$ cat src/rtl/upuart_txarb_if.sv
// Requester/TX-FIFO side bundle of the UART TX arbiter; master = requesters + FIFO, slave = arbiter.
interface upuart_txarb_if #(
    parameter int NREQ = 4
);
    logic [NREQ-1:0]   req_valid;
    logic [8*NREQ-1:0] req_data;
    logic [NREQ-1:0]   req_last;
    logic [NREQ-1:0]   req_ready;
    logic [NREQ-1:0]   grant;
    logic [7:0]        fifo_data;
    logic              fifo_wr;
    logic              fifo_full;
    logic              timeout_evt;

    modport master (
        output req_valid, req_data, req_last, fifo_full,
        input  req_ready, grant, fifo_data, fifo_wr, timeout_evt
    );

    modport slave (
        input  req_valid, req_data, req_last, fifo_full,
        output req_ready, grant, fifo_data, fifo_wr, timeout_evt
    );
endinterface

$ cat src/rtl/upuart_txarb.sv
// Round-robin message arbiter for the UART TX FIFO write port; grant one cycle after valid in IDLE.
// Zero-latency byte path: req_ready/fifo_wr follow !fifo_full combinationally, full stalls the owner.
// Build option UPUART_TXARB_TIMEOUT_EN enables revoking a lock after TIMEOUT idle cycles.
module upuart_txarb #(
    parameter int NREQ    = 4,
    parameter int TIMEOUT = 255
) (
    input  logic          clk,
    input  logic          nrst,
    upuart_txarb_if.slave bus
);
    localparam int PW = (NREQ > 1) ? $clog2(NREQ) : 1;

    if (NREQ < 1 || NREQ > 8) begin : g_bad_nreq
        $error("upuart_txarb: NREQ must be 1..8");
    end
    if (TIMEOUT < 1) begin : g_bad_timeout
        $error("upuart_txarb: TIMEOUT must be >= 1");
    end

    typedef enum logic {IDLE, LOCK} state_t;

    state_t          state, state_nxt;
    logic [NREQ-1:0] grant_q, grant_nxt;
    logic [PW-1:0]   rr_ptr, rr_ptr_nxt;
    logic [PW-1:0]   own_idx;
    logic [PW-1:0]   sel_idx;
    logic            sel_any;
    logic            own_vld;
    logic            own_last;
    logic [7:0]      own_data;
    logic            xfer;
    logic            to_hit;

    // The owner is implied by the one-hot grant; nothing is selected while idle.
    assign own_vld  = |(bus.req_valid & grant_q);
    assign own_last = |(bus.req_last & grant_q);
    assign xfer     = (state == LOCK) && own_vld && !bus.fifo_full;

    always_comb begin
        own_idx  = '0;
        own_data = '0;
        for (int i = 0; i < NREQ; i++) begin
            if (grant_q[i]) begin
                own_idx  = PW'(i);
                own_data = bus.req_data[8*i +: 8];
            end
        end
    end

    // Walk downward so the lowest offset from rr_ptr is the last (winning) assignment.
    always_comb begin
        sel_any = 1'b0;
        sel_idx = '0;
        for (int k = NREQ - 1; k >= 0; k--) begin
            if (bus.req_valid[(int'(rr_ptr) + k) % NREQ]) begin
                sel_any = 1'b1;
                sel_idx = PW'((int'(rr_ptr) + k) % NREQ);
            end
        end
    end

`ifdef UPUART_TXARB_TIMEOUT_EN
    localparam int CW = $clog2(TIMEOUT + 1);

    logic [CW-1:0] idle_cnt, idle_cnt_nxt;
    logic          tevt_q;

    assign to_hit = (state == LOCK) && !own_vld && (idle_cnt == CW'(TIMEOUT - 1));

    // Stalled bytes (owner valid, FIFO full) hold the count: backpressure is not idleness.
    always_comb begin
        idle_cnt_nxt = idle_cnt;
        if (state == IDLE || xfer || to_hit) begin
            idle_cnt_nxt = '0;
        end else if (!own_vld) begin
            idle_cnt_nxt = idle_cnt + 1'b1;
        end
    end

    always_ff @(posedge clk or negedge nrst) begin
        if (!nrst) begin
            idle_cnt <= '0;
            tevt_q   <= 1'b0;
        end else begin
            idle_cnt <= idle_cnt_nxt;
            tevt_q   <= to_hit;
        end
    end

    assign bus.timeout_evt = tevt_q;
`else
    assign to_hit          = 1'b0;
    assign bus.timeout_evt = 1'b0;
`endif

    always_comb begin
        state_nxt  = state;
        grant_nxt  = grant_q;
        rr_ptr_nxt = rr_ptr;
        case (state)
            IDLE: begin
                if (sel_any) begin
                    grant_nxt = NREQ'(1) << sel_idx;
                    state_nxt = LOCK;
                end
            end
            LOCK: begin
                if ((xfer && own_last) || to_hit) begin
                    grant_nxt  = '0;
                    rr_ptr_nxt = PW'((int'(own_idx) + 1) % NREQ);
                    state_nxt  = IDLE;
                end
            end
            default: begin
                grant_nxt = '0;
                state_nxt = IDLE;
            end
        endcase
    end

    always_ff @(posedge clk or negedge nrst) begin
        if (!nrst) begin
            state   <= IDLE;
            grant_q <= '0;
            rr_ptr  <= '0;
        end else begin
            state   <= state_nxt;
            grant_q <= grant_nxt;
            rr_ptr  <= rr_ptr_nxt;
        end
    end

    assign bus.grant     = grant_q;
    assign bus.req_ready = bus.fifo_full ? '0 : grant_q;
    assign bus.fifo_wr   = xfer;
    assign bus.fifo_data = own_data;

    a_grant_onehot: assert property (@(posedge clk) disable iff (!nrst) $onehot0(grant_q));
    a_wr_needs_owner: assert property (@(posedge clk) disable iff (!nrst) bus.fifo_wr |-> (state == LOCK));
endmodule

$ cat src/flat_wrapper.sv
// flat-port wrapper written by rule: the top's interface ports become plain ports
module upuart_txarb_flat 
#(
    parameter int NREQ    = 4,
    parameter int TIMEOUT = 255
)
  (clk, nrst, bus_req_valid, bus_req_data, bus_req_last, bus_fifo_full, bus_req_ready, bus_grant, bus_fifo_data, bus_fifo_wr, bus_timeout_evt);
  upuart_txarb_if #(.NREQ(NREQ)) bus_i ();
  input  logic clk;
  input  logic nrst;
  input wire logic [$bits(bus_i.req_valid)-1:0] bus_req_valid;
  input wire logic [$bits(bus_i.req_data)-1:0] bus_req_data;
  input wire logic [$bits(bus_i.req_last)-1:0] bus_req_last;
  input wire logic [$bits(bus_i.fifo_full)-1:0] bus_fifo_full;
  output wire logic [$bits(bus_i.req_ready)-1:0] bus_req_ready;
  output wire logic [$bits(bus_i.grant)-1:0] bus_grant;
  output wire logic [$bits(bus_i.fifo_data)-1:0] bus_fifo_data;
  output wire logic [$bits(bus_i.fifo_wr)-1:0] bus_fifo_wr;
  output wire logic [$bits(bus_i.timeout_evt)-1:0] bus_timeout_evt;
  assign bus_i.req_valid = bus_req_valid;
  assign bus_i.req_data = bus_req_data;
  assign bus_i.req_last = bus_req_last;
  assign bus_i.fifo_full = bus_fifo_full;
  assign bus_req_ready = bus_i.req_ready;
  assign bus_grant = bus_i.grant;
  assign bus_fifo_data = bus_i.fifo_data;
  assign bus_fifo_wr = bus_i.fifo_wr;
  assign bus_timeout_evt = bus_i.timeout_evt;
  upuart_txarb #(.NREQ(NREQ), .TIMEOUT(TIMEOUT)) u_core (.clk(clk), .nrst(nrst), .bus(bus_i));
endmodule
$ cat config.mk
export PLATFORM = sky130hd
export DESIGN_NAME = upuart_txarb_flat
export DESIGN_NICKNAME = d
export VERILOG_FILES = /design/src/rtl/upuart_txarb_if.sv /design/src/rtl/upuart_txarb.sv /design/src/flat_wrapper.sv
export SDC_FILE = /design/constraint.sdc
export NUM_CORES = 1
export LEC_CHECK = 0
export ABC_AREA = 1
export BUFFER_PORTS_ARGS = -buffer_cell sky130_fd_sc_hd__buf_2
export CORE_UTILIZATION = 35
export DETAILED_ROUTE_END_ITERATION = 8
export PLACE_DENSITY = 0.68
export SLEW_MARGIN = 40
export SYNTH_ARGS = -nofsm -noshare
export SYNTH_HDL_FRONTEND = slang
export SYNTH_SLANG_ARGS = --single-unit
$ cat constraint.sdc
create_clock -name clk -period 1.6 [get_ports clk]
set_input_delay 0.32 -clock clk [delete_from_list [all_inputs] [get_ports clk]]
set_output_delay 0.32 -clock clk [all_outputs]
set_load 0.005 [all_outputs]
==> results of run 1 <==
-- final cells by class --
cell class | instances | area [um2]
Clock buffer | 4 | 26.3
Multi-Input combinational cell | 122 | 697
Fill cell | 248 | 1000
Timing Repair Buffer | 74 | 425
Sequential cell | 7 | 179
Tap cell | 30 | 37.5
Inverter | 21 | 86.3
-- power by group --
| part | switching (mW) | internal, mW |
|---|---|---|
| combinational | 1.11 | 0.877 |
| sequential | 0.115 | 0.256 |
| clock | 0.0701 | 0.0955 |
-- state kept, by name, indices dropped and copies added, names as in the netlist --
register	cells
u_core.bus.grant	4
u_core.rr_ptr	2
u_core.state	1
-- cell usage after synthesis, types with 2 or more instances --
| master | count |
|---|---|
| o21ai_0 | 13 |
| nor2_2 | 2 |
| a21oi_1 | 8 |
| nand2_1 | 44 |
| nand2_4 | 5 |
| o22ai_1 | 2 |
| nand3_1 | 26 |
| dfrtp_1 | 7 |
| nand2_2 | 9 |
| buf_2 | 3 |
| nor2_1 | 7 |
| inv_1 | 20 |
-- per-layer routing --
metal,vias to the layer above,share of wire [%],GRT usage [%]
met5,-,0,0
met4,0,0.96,5.26
met3,4,4.3,4.31
met2,26,48,28.1
met1,544,47,27.1
li1,643,-,-
-- kinds of logic after synthesis --
family / count (synthesis) / share of synthesized area, %
buffers and inverters: 27 / 13.7
AND/OR/NAND/NOR: 97 / 53.0
AO/OA/AOI/OAI: 24 / 13.5
flip-flops: 7 / 19.3
other: 1 / 0.414
-- what timing repair did --
item	CTS	global route
setup buffers	6	0
resized for setup	8	27
hold buffers	1	0
endpoints found under the setup margin	9	16
endpoints found under the hold margin	7	0
pin swaps	3	5
-- worst reg2reg max path, delay by kind of cell, from the launching register on --
kind            cells  cell delay [ns]
compound gates      2             0.18
buf+inv             4             0.41
flops               1             0.39
simple gates        4             0.33
-- worst paths after layout --
| check | end | slack (ns) |
|---|---|---|
| max | bus_fifo_data[1] | -0.09 |
| min | u_core.rr_ptr[1] | 0.42 |
| max reg2reg | u_core.rr_ptr[0] | 0.15 |
| min reg2reg | u_core.state | 0.47 |
| max in group asynchronous | u_core.bus.grant[2] | 1.01 |
| min in group clk | u_core.state | 0.47 |
-- per-stage QoR --
step	setup WS (ns)	cells
2_1_floorplan	0.216	156
3_3_place_gp	0.125	247
3_5_place_dp	0.117	247
4_1_cts	-0.0645	258
5_1_grt	-0.165	258
6_report	-0.0852	258
==> results.txt, run 1 <==
router iterations before antenna repair: 4
DRT antenna net count: 0
asr flop ratio synth: 100%
Post-Syn Instances: 156
final net count: 272
initial antenna violation count: 0
most frequent CP cell: nand3_2
CTS tree: built
EDFF count, synth: 0
final worst slack: -0.0852 ns
reg-to-reg startpoint: u_core.bus.grant[1]
final wirelength: 2.71 mm
DRC: 0
core area: 2450 um2
instance count on the critical path: 7
startpoint types: register
overall track demand over capacity in global routing: 18.9%
IO Count: 61
final setup TNS: -0.552 ns
CP cell instances: nor2_2, buf_6, nand3_2, nand3_2, o21ai_2, inv_1, buf_2
critical path class: reg2out
RSZ-0062 raised after global routing: yes
Cell Rows: 18
final estimated routing congestion in global placement: 0.843
Buffers on Ports: 59
Tcrit/Tclk final: 105%
vias in the first global route: 915
leakage dissipation: 0.868 nW
Hold WS: 0.421 ns
die area: 2800 um2
first-iteration detailed-routing DRC count: 29
dpl hpwl: 2.03 mm
top cell type's share of synthesized area: 19.3%
die height: 52.9 um
Hold Vio Cnt, Final: 0
clock sinks: 7
minimum clock period: 1.69 ns
CP Buf/Inv Count: 3
CP arrival: 1.37 ns
Ys Warns: 0
most common cell after layout, fill and taps aside: buf_2
CTS Buf Count: 3
violated checks: setup timing
Syn Area/Cell: 5.81 um2
Power Dens Cells: 1740 nW/um2
Seq/Total Area, Yosys: 19.3%
clk_lat worst skew: 0.26 ns
Overall Power: 2.52 mW
Distinct cells, synth: 22
worst path required time: 1.28 ns
largest net degree at the start of global routing: 11
synthesized cell area: 906 um2
max-slew violations: 0
FF-to-FF path depth: 10
crit path max fanout: 8
Synth area leaders: dfrtp_1, nand2_1, nand3_1
post-route cell area: 1450 um2
post-layout util: 59.1%
Initial Util: 36.9%
CP delay by family, top: flip-flops
first-pass GRT wire length: 3.90 mm
share of cells above drive strength 1: 52.2%
Max-cap violations: 0
Max stage delay on crit path: 0.46 ns
n_diodes: 0
Worst Clk Skew: 0.00178 ns
Routed WL per cell: 10.5 um
Clk pin slew, worst setup/hold paths: 0.05 ns
largest area contributor in the netlist: dfrtp_1
Final Setup Violations: 8
Mapped Nets: 199
status: finished, violations left
crit end category: output port
Synth Flop Type: dfrtp_1
CTS Root Cell: clkbuf_4
Die W: 52.9 um
FF+latch count, synth: 7
most frequent cells in the layout: buf_2, nand2_1, inv_1
type of the worst min-delay path: in2async
slowest CP cell: dfrtp_2
Fmax achieved: 593 MHz
area delta synth->final: 60.2%
Placed Area: 1260 um2
Clock Tree Buf Depth: 2
H-Tree Depth: 1
vias per cell: 4.72
GR Overflow Total: 0
worst setup path start: u_core.bus.grant[2]
Max VDD drop: 1.30 mV
vias: 1217
(Power assumes the default switching activity.)
==> run 2: changes to the inputs <==
PLACE_DENSITY = 0.69   (was 0.68)
==> results.txt, run 2 (synthesis results as in run 1) <==
status: finished, violations left (unchanged)
violated checks: setup timing (unchanged)
Clk pwr share: 6.3% (was 6.6%)
Die W: 52.9 um (unchanged)
placed cell count: 247 (unchanged)
area delta synth->final: 59.5% (was 60.2%)
share of cells above drive strength 1: 52.0% (was 52.2%)
Hold Vio Cnt, Final: 0 (unchanged)
die area: 2800 um2 (unchanged)
dpl hpwl: 2.06 mm (was 2.03 mm)
CP arrival: 1.36 ns (was 1.37 ns)
Net Switching: 1.29 mW (about the same)
CTS tree: built (unchanged)
vias per cell: 4.75 (was 4.72)
clock sinks: 7 (unchanged)
crit path max fanout: 6 (was 8)
final wirelength: 2.78 mm (was 2.71 mm)
Max VDD drop: 1.08 mV (was 1.30 mV)
most frequent cells in the layout: buf_2, nand2_1, inv_1 (unchanged)
leakage dissipation: 0.852 nW (was 0.868 nW)
minimum clock period: 1.68 ns (was 1.69 ns)
largest net degree at the start of global routing: 11 (unchanged)
router iterations before antenna repair: 4 (unchanged)
fin cells: 259 (was 258)
die height: 52.9 um (unchanged)
Final Setup Violations: 8 (unchanged)
type of the worst min-delay path: in2async (unchanged)
initial antenna violation count: 0 (unchanged)
GR Overflow Total: 0 (unchanged)
final estimated routing congestion in global placement: 0.841 (was 0.843)
clk_lat worst skew: 0.25 ns (was 0.26 ns)
vias: 1229 (was 1217)
H-Tree Depth: 1 (unchanged)
CP cell instances: buf_4, a21oi_2, nand3_2, o21ai_1, inv_1, buf_2 (was nor2_2, buf_6, nand3_2, nand3_2, o21ai_2, inv_1, buf_2)
crit end category: output port (unchanged)
Max-cap violations: 0 (unchanged)
DRC: 0 (unchanged)
Routed WL per cell: 10.7 um (was 10.5 um)
first-iteration detailed-routing DRC count: 15 (was 29)
Flop pwr share: 14.9% (was 14.7%)
CTS Buf Count: 3 (unchanged)
most common cell after layout, fill and taps aside: buf_2 (unchanged)
CTS Root Cell: clkbuf_4 (unchanged)
Tcrit/Tclk final: 105% (about the same)
Max stage delay on crit path: 0.46 ns (about the same)
Initial Util: 36.9% (unchanged)
Overall Power: 2.54 mW (was 2.52 mW)
max-slew violations: 0 (unchanged)
n_diodes: 0 (unchanged)
Buffers on Ports: 59 (unchanged)
total internal power: 1.24 mW (was 1.23 mW)
slowest CP cell: dfrtp_2 (unchanged)
IO Count: 61 (unchanged)
startpoint types: register (unchanged)
first-pass GRT wire length: 4.26 mm (was 3.90 mm)
Worst Clk Skew: 0.000633 ns (was 0.00178 ns)
overall track demand over capacity in global routing: 19.7% (was 18.9%)
Clk pin slew, worst setup/hold paths: 0.05 ns (about the same)
Clock Tree Buf Depth: 2 (unchanged)
RSZ-0062 raised after global routing: yes (unchanged)
Sw Share: 51.0% (was 51.3%)
post-layout util: 58.9% (was 59.1%)
final net count: 273 (was 272)
Cell Rows: 18 (unchanged)
final worst slack: -0.0790 ns (was -0.0852 ns)
DRT antenna net count: 0 (unchanged)
critical path class: reg2out (unchanged)
worst path required time: 1.28 ns (about the same)
Fmax achieved: 596 MHz (was 593 MHz)
Power Dens Cells: 1760 nW/um2 (was 1740 nW/um2)
vias in the first global route: 1022 (was 915)
Combinational Power Share: 78.8% (was 78.7%)
core area: 2450 um2 (unchanged)
max reg flops: 4 (unchanged)
-- run 2: cell count changes in the layout (fill, tap and decap cells not counted), moves of 2 or more --
cell / delta
buf_4: +3
a21oi_1: -2
a21oi_2: +2
buf_6: -2
nand3_1: +2
nand3_2: -2
o21ai_1: +2
-- run 2: worst paths after layout --
kind                                startpoint                to  slack, ns  depth (start not counted)
min in group clk                  u_core.state      u_core.state       0.47                          2
max in group asynchronous                 nrst  u_core.rr_ptr[0]       1.00                          2
hold reg to reg                   u_core.state      u_core.state       0.47                          2
hold / removal                            nrst      u_core.state       0.43                          2
setup / recovery           u_core.bus.grant[2]  bus_fifo_data[0]      -0.08                          6
setup reg to reg           u_core.bus.grant[2]  u_core.rr_ptr[0]       0.17                          9
-- run 2: power groups by stage --
stage                     Clock (mW)  Sequential, mW  Combinational [mW]
after detailed placement           0           0.365                1.72
after global placement             0           0.361                1.73
after floorplan                    0           0.309                1.25
after global routing           0.179           0.391                2.29
after CTS                      0.162           0.367                1.87
final                          0.159           0.378                2.00
-- run 2: worst max-delay path, delay by kind of cell, from the launching register on --
family	cells	cell delay (ns)
simple gates	1	0.09
buf+inv	3	0.33
compound gates	2	0.22
flops	1	0.46
-- run 2: repair_timing --
action,4_1_cts,5_1_grt
gates cloned,0,0
resized for setup,12,21
endpoints found under the setup margin,9,16
hold buffers,1,0
endpoints found under the hold margin,7,0
buffers inserted,8,0
pin swaps,4,7
-- run 2: area by class of cell --
class,count,area (um2)
Clock buffer,4,26.3
Timing Repair Buffer,75,425
Tap cell,30,37.5
Inverter,21,86.3
Fill cell,248,1010
Sequential cell,7,179
Multi-Input combinational cell,122,691
-- run 2: metrics by stage --
step                TNS, ns  worst slack (ns)  cell area, um2  hold slack, ns
finish               -0.344           -0.0790            1450           0.428
detailed placement        0            0.0928            1260           0.158
global route          -1.21            -0.188            1450           0.432
global placement          0            0.0924            1260           0.159
floorplan                 0             0.216             906          0.0244
CTS                  -0.419           -0.0529            1360           0.431
-- run 2: layer usage --
metal,share of wire (%),vias to the layer above,global-route usage (%)
met2,49,29,34.6
met5,0,-,0
met3,4.7,0,3.74
met4,0,0,0
met1,46,555,26.3
li1,-,645,-
